==> src/rtl/mult_share_arb_pkg.sv <==
// Shared definitions for the two-requester arbiter in front of the booth multiplier.
package mult_share_arb_pkg;

  typedef enum logic [1:0] {
    StIdle  = 2'd0,
    StSetup = 2'd1,
    StRun   = 2'd2,
    StResp  = 2'd3
  } state_e;

  localparam int unsigned SETUP_CYCLES_DEF = 2;
  localparam int unsigned TIMEOUT_DEF      = 63;
  localparam int unsigned CntW             = 8;

endpackage

==> src/rtl/rr_pick2.sv <==
// Two-way round-robin pick: a lone request wins, a tie goes to the one not served last.
module rr_pick2 (
  input  logic [1:0] req,
  input  logic       last,
  output logic [1:0] pick
);

  always_comb begin
    pick = 2'b00;
    unique case (req)
      2'b01:   pick = 2'b01;
      2'b10:   pick = 2'b10;
      2'b11:   pick = last ? 2'b01 : 2'b10;
      default: pick = 2'b00;
    endcase
  end

endmodule

==> src/rtl/mult_share_arb.sv <==
// Shares one booth multiplier between two requesters: grant, setup, run with timeout,
// one-cycle response.
module mult_share_arb
  import mult_share_arb_pkg::*;
#(
  parameter int unsigned SETUP_CYCLES = SETUP_CYCLES_DEF,
  parameter int unsigned TIMEOUT      = TIMEOUT_DEF
) (
  input  logic        clk,
  input  logic        clr,
  input  logic [1:0]  req,
  input  logic [7:0]  mplier0,
  input  logic [7:0]  mcand0,
  input  logic [7:0]  mplier1,
  input  logic [7:0]  mcand1,
  output logic [1:0]  gnt,
  output logic [1:0]  done,
  output logic [15:0] result,
  output logic        err,
  output logic        m_go,
  output logic [7:0]  m_multiplier,
  output logic [7:0]  m_multiplicand,
  input  logic        m_over,
  input  logic [15:0] m_product
);

  state_e          st_q, st_d;
  logic [CntW-1:0] cnt_q, cnt_d;
  logic [1:0]      gnt_q, gnt_d;
  logic            last_q, last_d;
  logic [15:0]     result_q, result_d;
  logic            to_q, to_d;
  logic [7:0]      mplier_q, mplier_d;
  logic [7:0]      mcand_q, mcand_d;
  logic [1:0]      pick;

  rr_pick2 u_pick (
    .req  (req),
    .last (last_q),
    .pick (pick)
  );

  always_comb begin
    st_d     = st_q;
    cnt_d    = cnt_q;
    gnt_d    = gnt_q;
    last_d   = last_q;
    result_d = result_q;
    to_d     = to_q;
    mplier_d = mplier_q;
    mcand_d  = mcand_q;
    unique case (st_q)
      StIdle: begin
        if (|req) begin
          gnt_d    = pick;
          mplier_d = pick[1] ? mplier1 : mplier0;
          mcand_d  = pick[1] ? mcand1 : mcand0;
          cnt_d    = '0;
          st_d     = StSetup;
        end
      end
      StSetup: begin
        if (cnt_q == CntW'(SETUP_CYCLES - 1)) begin
          cnt_d = '0;
          st_d  = StRun;
        end else begin
          cnt_d = cnt_q + 1'b1;
        end
      end
      StRun: begin
        if (m_over) begin
          result_d = m_product;
          to_d     = 1'b0;
          st_d     = StResp;
        end else if (cnt_q == CntW'(TIMEOUT - 1)) begin
          // Counter reaches TIMEOUT at this edge: abort with a zero result.
          result_d = '0;
          to_d     = 1'b1;
          st_d     = StResp;
        end else begin
          cnt_d = cnt_q + 1'b1;
        end
      end
      StResp: begin
        gnt_d  = 2'b00;
        last_d = gnt_q[1];
        cnt_d  = '0;
        st_d   = StIdle;
      end
    endcase
  end

  always_ff @(posedge clk or negedge clr) begin
    if (!clr) begin
      st_q     <= StIdle;
      cnt_q    <= '0;
      gnt_q    <= 2'b00;
      last_q   <= 1'b1;
      result_q <= '0;
      to_q     <= 1'b0;
      mplier_q <= '0;
      mcand_q  <= '0;
    end else begin
      st_q     <= st_d;
      cnt_q    <= cnt_d;
      gnt_q    <= gnt_d;
      last_q   <= last_d;
      result_q <= result_d;
      to_q     <= to_d;
      mplier_q <= mplier_d;
      mcand_q  <= mcand_d;
    end
  end

  assign gnt            = gnt_q;
  assign done           = (st_q == StResp) ? gnt_q : 2'b00;
  assign err            = (st_q == StResp) && to_q;
  assign result         = result_q;
  assign m_go           = (st_q == StRun);
  assign m_multiplier   = mplier_q;
  assign m_multiplicand = mcand_q;

endmodule

==> config.mk <==
export PLATFORM = sky130hd
export DESIGN_NAME = mult_share_arb
export DESIGN_NICKNAME = d
export VERILOG_FILES = /design/src/rtl/mult_share_arb_pkg.sv /design/src/rtl/rr_pick2.sv /design/src/rtl/mult_share_arb.sv
export SDC_FILE = /design/constraint.sdc
export NUM_CORES = 1
export LEC_CHECK = 0
export ABC_AREA = 1
export BUFFER_PORTS_ARGS = -buffer_cell sky130_fd_sc_hd__buf_4
export CORE_MARGIN = 2
export CORE_UTILIZATION = 50
export CTS_BUF_LIST = sky130_fd_sc_hd__clkbuf_4
export CTS_CLUSTER_SIZE = 20
export DETAILED_ROUTE_END_ITERATION = 7
export PLACE_DENSITY = 0.78
export SLEW_MARGIN = 40
export SYNTH_ARGS = -nofsm -noshare
export SYNTH_HDL_FRONTEND = slang
export SYNTH_SLANG_ARGS = --single-unit
==> constraint.sdc <==
create_clock -name clk -period 1.7 [get_ports clk]
set_input_delay 0.085 -clock clk [delete_from_list [all_inputs] [get_ports clk]]
set_output_delay 0.085 -clock clk [all_outputs]
set_load 0.02 [all_outputs]
# [After elaboration in Yosys (flattened, before gate mapping)]
# Cells that the tools add are included.
[word_totals] wordCells=53 output_inout_bits=38 register_bits=46 input_bits=53
[classes] n_eq_ne=13 n_reduce_logical=10 addsub=1 mux=21
[op_table] operator="two-way mux 8 bit" count=6
[op_table] operator="two-way mux 16 bit" count=2
[op_table] operator="one-hot mux 8 bit (4 select lines)" count=1
[op_table] operator="two-way mux 2 bit" count=7
[op_table] operator="adder 8 x 1 -> 8 bit, second input constant" count=1
[op_table] operator="== test 2 bit, second input constant" count=4
[op_table] operator="== test 8 x 1 -> 1 bit, second input constant" count=1
[op_table] operator="== test 8 x 6 -> 1 bit, second input constant" count=1
[op_table] operator="!= test 2 bit, second input constant" count=4
[op_table] operator="one-hot mux 2 bit (4 select lines)" count=1
[op_table] operator="one-hot mux 2 bit (3 select lines)" count=1
[op_table] operator="AND reduction 2 bit" count=3
[op_table] operator="AND reduction 3 bit" count=2
[op_table] operator="== test 2 x 1 -> 1 bit, second input constant" count=2
[op_table] operator="one-hot mux 2 bit (2 select lines)" count=1
[op_table] operator="nonzero test 2 bit" count=2
[op_table] operator="!= test 3 x 1 -> 1 bit, second input constant" count=1
[op_table] operator="logical NOT 2 bit" count=1
[op_table] operator="two-way mux 1 bit" count=2
[op_table] operator="OR reduction 2 bit" count=1
[op_table] operator="logical AND 1 bit" count=1

# [Longest topological paths before layout]
[depth] ltp_word=4 depth_mapped=10 depth_no_buf=10

# [Hierarchy]
# From an unflattened synthesis, not the netlist that was laid out.
[unflattened] hier_cells=307 area_unflattened_um2=2361.0
[modules_own_cells] mod="mult_share_arb" instances=1 cells_each=302 area_each_um2=2339.7
[modules_own_cells] mod="rr_pick2" instances=1 cells_each=5 area_each_um2=21.3

# [Least setup slack after synthesis]
# No wires, ideal clock.
[synth_timing] path_kind="register to register" from="register st_q[0]" to="register to_q" path_slack_ps=123 arrival_time_ps=1446 path_buffers=1 stages_incl_launch_ff=7 cell_sequence="dfrtp_1 > inv_1 > ha_1 > nand2_1 > clkinv_1 > buf_1 > nor2_1"
[synth_via] elab_chain_cells=2
[synth_rtl] item="start, declared" line_no="mult_share_arb.sv:27" rtl="state_e st_q, st_d;"
[synth_rtl] item="start signal, assigned" line_no="mult_share_arb.sv:95" rtl="st_q <= StIdle;"
[synth_rtl] item="start signal, assigned" line_no="mult_share_arb.sv:104" rtl="st_q <= st_d;"
[synth_rtl] item="== test 2 bit"
[synth_rtl] item="net m_go" line_no="mult_share_arb.sv:20" rtl="output logic m_go,"
[synth_rtl] item="AND reduction 2 bit (no source line)"
[synth_rtl] item="end signal, assigned" line_no="mult_share_arb.sv:109" rtl="to_q <= to_d;"
[synth_rtl] item="end, declared" line_no="mult_share_arb.sv:32" rtl="logic to_q, to_d;"
# The timed path passes the listed nets, and every way through them passes these cells.
# A chain may end at the register's enable or synchronous reset.

# [Worst setup path in the final report]
[layout_timing] from="register st_q[0]" to="output port m_go"
[layout_via] elab_chain_cells=1
[layout_rtl] item="== test 2 bit" line_no="mult_share_arb.sv:119" rtl="assign m_go = (st_q == StRun);"
[layout_rtl] item="end, declared" line_no="mult_share_arb.sv:20"
# No other way between the ends.

==> results.yml <==
global_routing:
  antenna_found_initial: 0
  overflow: 0
  grt_pass1_vias: 2420
  grt_pass1_wl_um: 10600
  track_usage_pct: 25.5
  grt_start_max_net_pins: 47
route:
  vias: 2365
  drtAntennaViolNets: 0
  drt-initial-drc-count: 155
  drcViolationCount: 0
  wl_per_cell_um: 13.3
  vias_per_cell: 5.03
  drt_pass1_iterations: 4
  wl_um: 6270
logic_synthesis:
  ys_seq_elements: 46
  ys_warn_count: 0
  synth_area_per_cell_um2: 7.78
  synth_cells: 300
  syn-num-nets: 361
  syn_area_um2: 2330
  ys_seq_area_share_pct: 49.4
  synthDistinctLibCells: 26
critical_path:
  critPathMaxStageDelay_ps: 440
  cp-end-kind: "output port"
  arrival_ps: 1490
  timing.rr.end: "m_multiplier[0]"
  start_kind: "flip-flop"
  path_depth: 4
  cp_top_family: "buffers and inverters"
  r2r_cells: 6
  path_cells: "inv_1 -> ha_2 -> buf_4 -> buf_4"
  r2r_slack_ps: 160
  r2r-start: "st_q[0]"
  cp_common_cell: "buf_4"
  cp_max_fo: 8
  required_ps: 1620
  timing_worst_setup_path_type: "flip-flop to output port"
  cp_slowest_cell: "dfrtp_1"
  crit_buf_inv: 3
placed_design:
  portBuffers: 90
  gp_congestion: 0.877
  dpl_cell_area_um2: 3060
  dp_hpwl_um: 4340
run_status:
  status: "finished clean"
floorplan:
  fp.dieW_um: 72.3
  coreArea_um2: 4410
  dieArea_um2: 5230
  die_y_um: 72.3
  fp-row-count: 24
  io_pins: 91
  initial_core_util_pct: 52.9
clock_tree:
  numCtsBuffers: 5
  cts_tree: "built"
  clockBufferDepth: 2
  cts.clk_slew.worst_paths_ps: 130
  cts_max_level: 2
  clock_sinks: 46
  clock_latency_ps: 350
  cts_root_buf: "clkbuf_4"
sta:
  slew_headroom_pct: 62.2
  fmax_ghz: 0.636
  period_share_pct: 92.6
  grt_setup_unrepaired: "yes"
  fin_setup_tns_ps: 0
  finalClockSkew_ps: 17.0
  post-route-min-period_ps: 1570
  worstMarginPinSlew_ps: 567
  hold_violations: 0
  report.final.slew_viol_count: 0
  finalSetupViolCount: 0
hold_path:
  min_path_cells: 3
  holdPathEnd: "m_multiplicand[1]"
  hp-start: "mcand1[1]"
  worstHoldPathType: "primary input to flip-flop"
pwr:
  ir_worst_vdd_uv: 939
  powerDensity_nw_per_um2: 1500
  leakage_nw: 1.80
final_layout:
  nFillCells: 328
  ff_latch_area_um2: 1150
  areaGrowthSynthToFinish_pct: 44.4
  multi_input_area_um2: 1050
  final_nets: 478
  drive_gt1_share_pct: 27.8
  antenna_cells: 0
  final_cell_area_um2: 3370
run:
  cap_violations: 0
cells in the final DEF, fill, tap and decap left out, drive strengths merged:
cell type    netlist  routed
dfrtp             45      45
inv               22      21
xor2               2       2
nor2              29      29
o21bai             1       1
ha                 8       8
clkinv             1       3
clkbuf             4       6
dlygate4sd3        0      25
buf                5      94
clkinvlp           0       1
o21ai             38      38
nand3             22      22
nor3               1       1
dfstp              1       1
nand2            118     118
xnor2              1       1
o22ai              2       2
sequential cells by signal, summed over array words and instances (netlist names):
| signal | flops |
|---|---|
| cnt_q | 8 |
| gnt | 2 |
| last_q | 1 |
| m_multiplicand | 8 |
| m_multiplier | 8 |
| result | 16 |
| st_q | 2 |
| to_q | 1 |
metal layers:
layer	share of wire (%)	track usage, %	vias up
li1	-	-	1183
met1	42	32.2	1071
met2	48	42.9	102
met3	8.1	5.97	9
met4	1.5	9.22	0
met5	0	0	-
power by group:
group | switching, mW | internal (mW)
Combinational | 1.63 | 1.07
Sequential | 0.288 | 1.55
Clock | 0.333 | 0.172
kinds of logic after synthesis:
kind of cell,after synthesis,share of synthesized area (%)
AO/OA/AOI/OAI,41,9.16
AND/OR/NAND/NOR,170,30.2
flip-flops,46,49.4
buffers and inverters,32,5.89
XOR/XNOR,3,1.13
adder cells (fa/ha/maj),8,4.29
metrics by stage:
stage | worst slack [ps] | util, % | total power, mW | instances | hold slack [ps]
detailed placement | 82.0 | 69.3 | 4.49 | 437 | 123
finish | 126 | 76.4 | 5.04 | 470 | 16.4
floorplan | 123 | - | 3.39 | 300 | -211
CTS | 54.3 | 76.0 | 5.05 | 469 | 1.20
global placement | 194 | 69.3 | 4.42 | 437 | 121
global route | -4.25 | 76.4 | 5.48 | 470 | 8.47
worst max-delay path by stage:
stage,endpoint,slack [ps],startpoint
2_1_floorplan,to_q,120,st_q[0]
3_3_place_gp,cnt_q[1],190,cnt_q[0]
3_5_place_dp,m_multiplier[0],80,st_q[0]
4_1_cts,m_multiplier[0],50,st_q[0]
5_1_grt,st_q[0],-4,st_q[0]
6_report,m_go,130,st_q[0]
repair_timing:
item	CTS	global route
buffers inserted	0	0
gates resized for setup	0	3
hold endpoints to repair	68	1
hold buffers	24	1
endpoints found under the setup margin	0	25
worst min-delay path, stage by stage:
cell and delay [ps]:
buf_4 80, nor2_1 30, o21ai_0 150
cells in the mapped netlist:
| cell | count | area, um^2 |
|---|---|---|
| inv_1 | 20 | 75.1 |
| nand2_2 | 4 | 25.0 |
| buf_2 | 2 | 10.0 |
| dfrtp_1 | 45 | 1130 |
| o21ai_2 | 1 | 8.76 |
| clkbuf_2 | 2 | 10.0 |
| clkbuf_1 | 2 | 7.51 |
| buf_1 | 2 | 7.51 |
| nand2_4 | 1 | 11.3 |
| nand3_1 | 21 | 105 |
| o21bai_1 | 1 | 7.51 |
| inv_4 | 2 | 12.5 |
| nand2_1 | 113 | 424 |
| nor2_1 | 27 | 101 |
| ha_1 | 8 | 100 |
| dfstp_2 | 1 | 26.3 |
| o21ai_1 | 1 | 5.00 |
| buf_6 | 1 | 11.3 |
| nor2_4 | 2 | 22.5 |
| nor3_1 | 1 | 5.00 |
| clkinv_1 | 1 | 3.75 |
| nand3_2 | 1 | 10.0 |
| o21ai_0 | 36 | 180 |
| o22ai_1 | 2 | 12.5 |
| xnor2_1 | 1 | 8.76 |
| xor2_1 | 2 | 17.5 |
final cells by class:
class,instances,share of cell area [%]
clock buffer,6,1.34
clock inverter,2,0.260
inverter,23,2.82
multi-input combinational,222,31.1
sequential,46,34.2
tap,52,1.93
timing repair buffer,119,28.4
No activity file was read; power rests on OpenSTA's default activity.
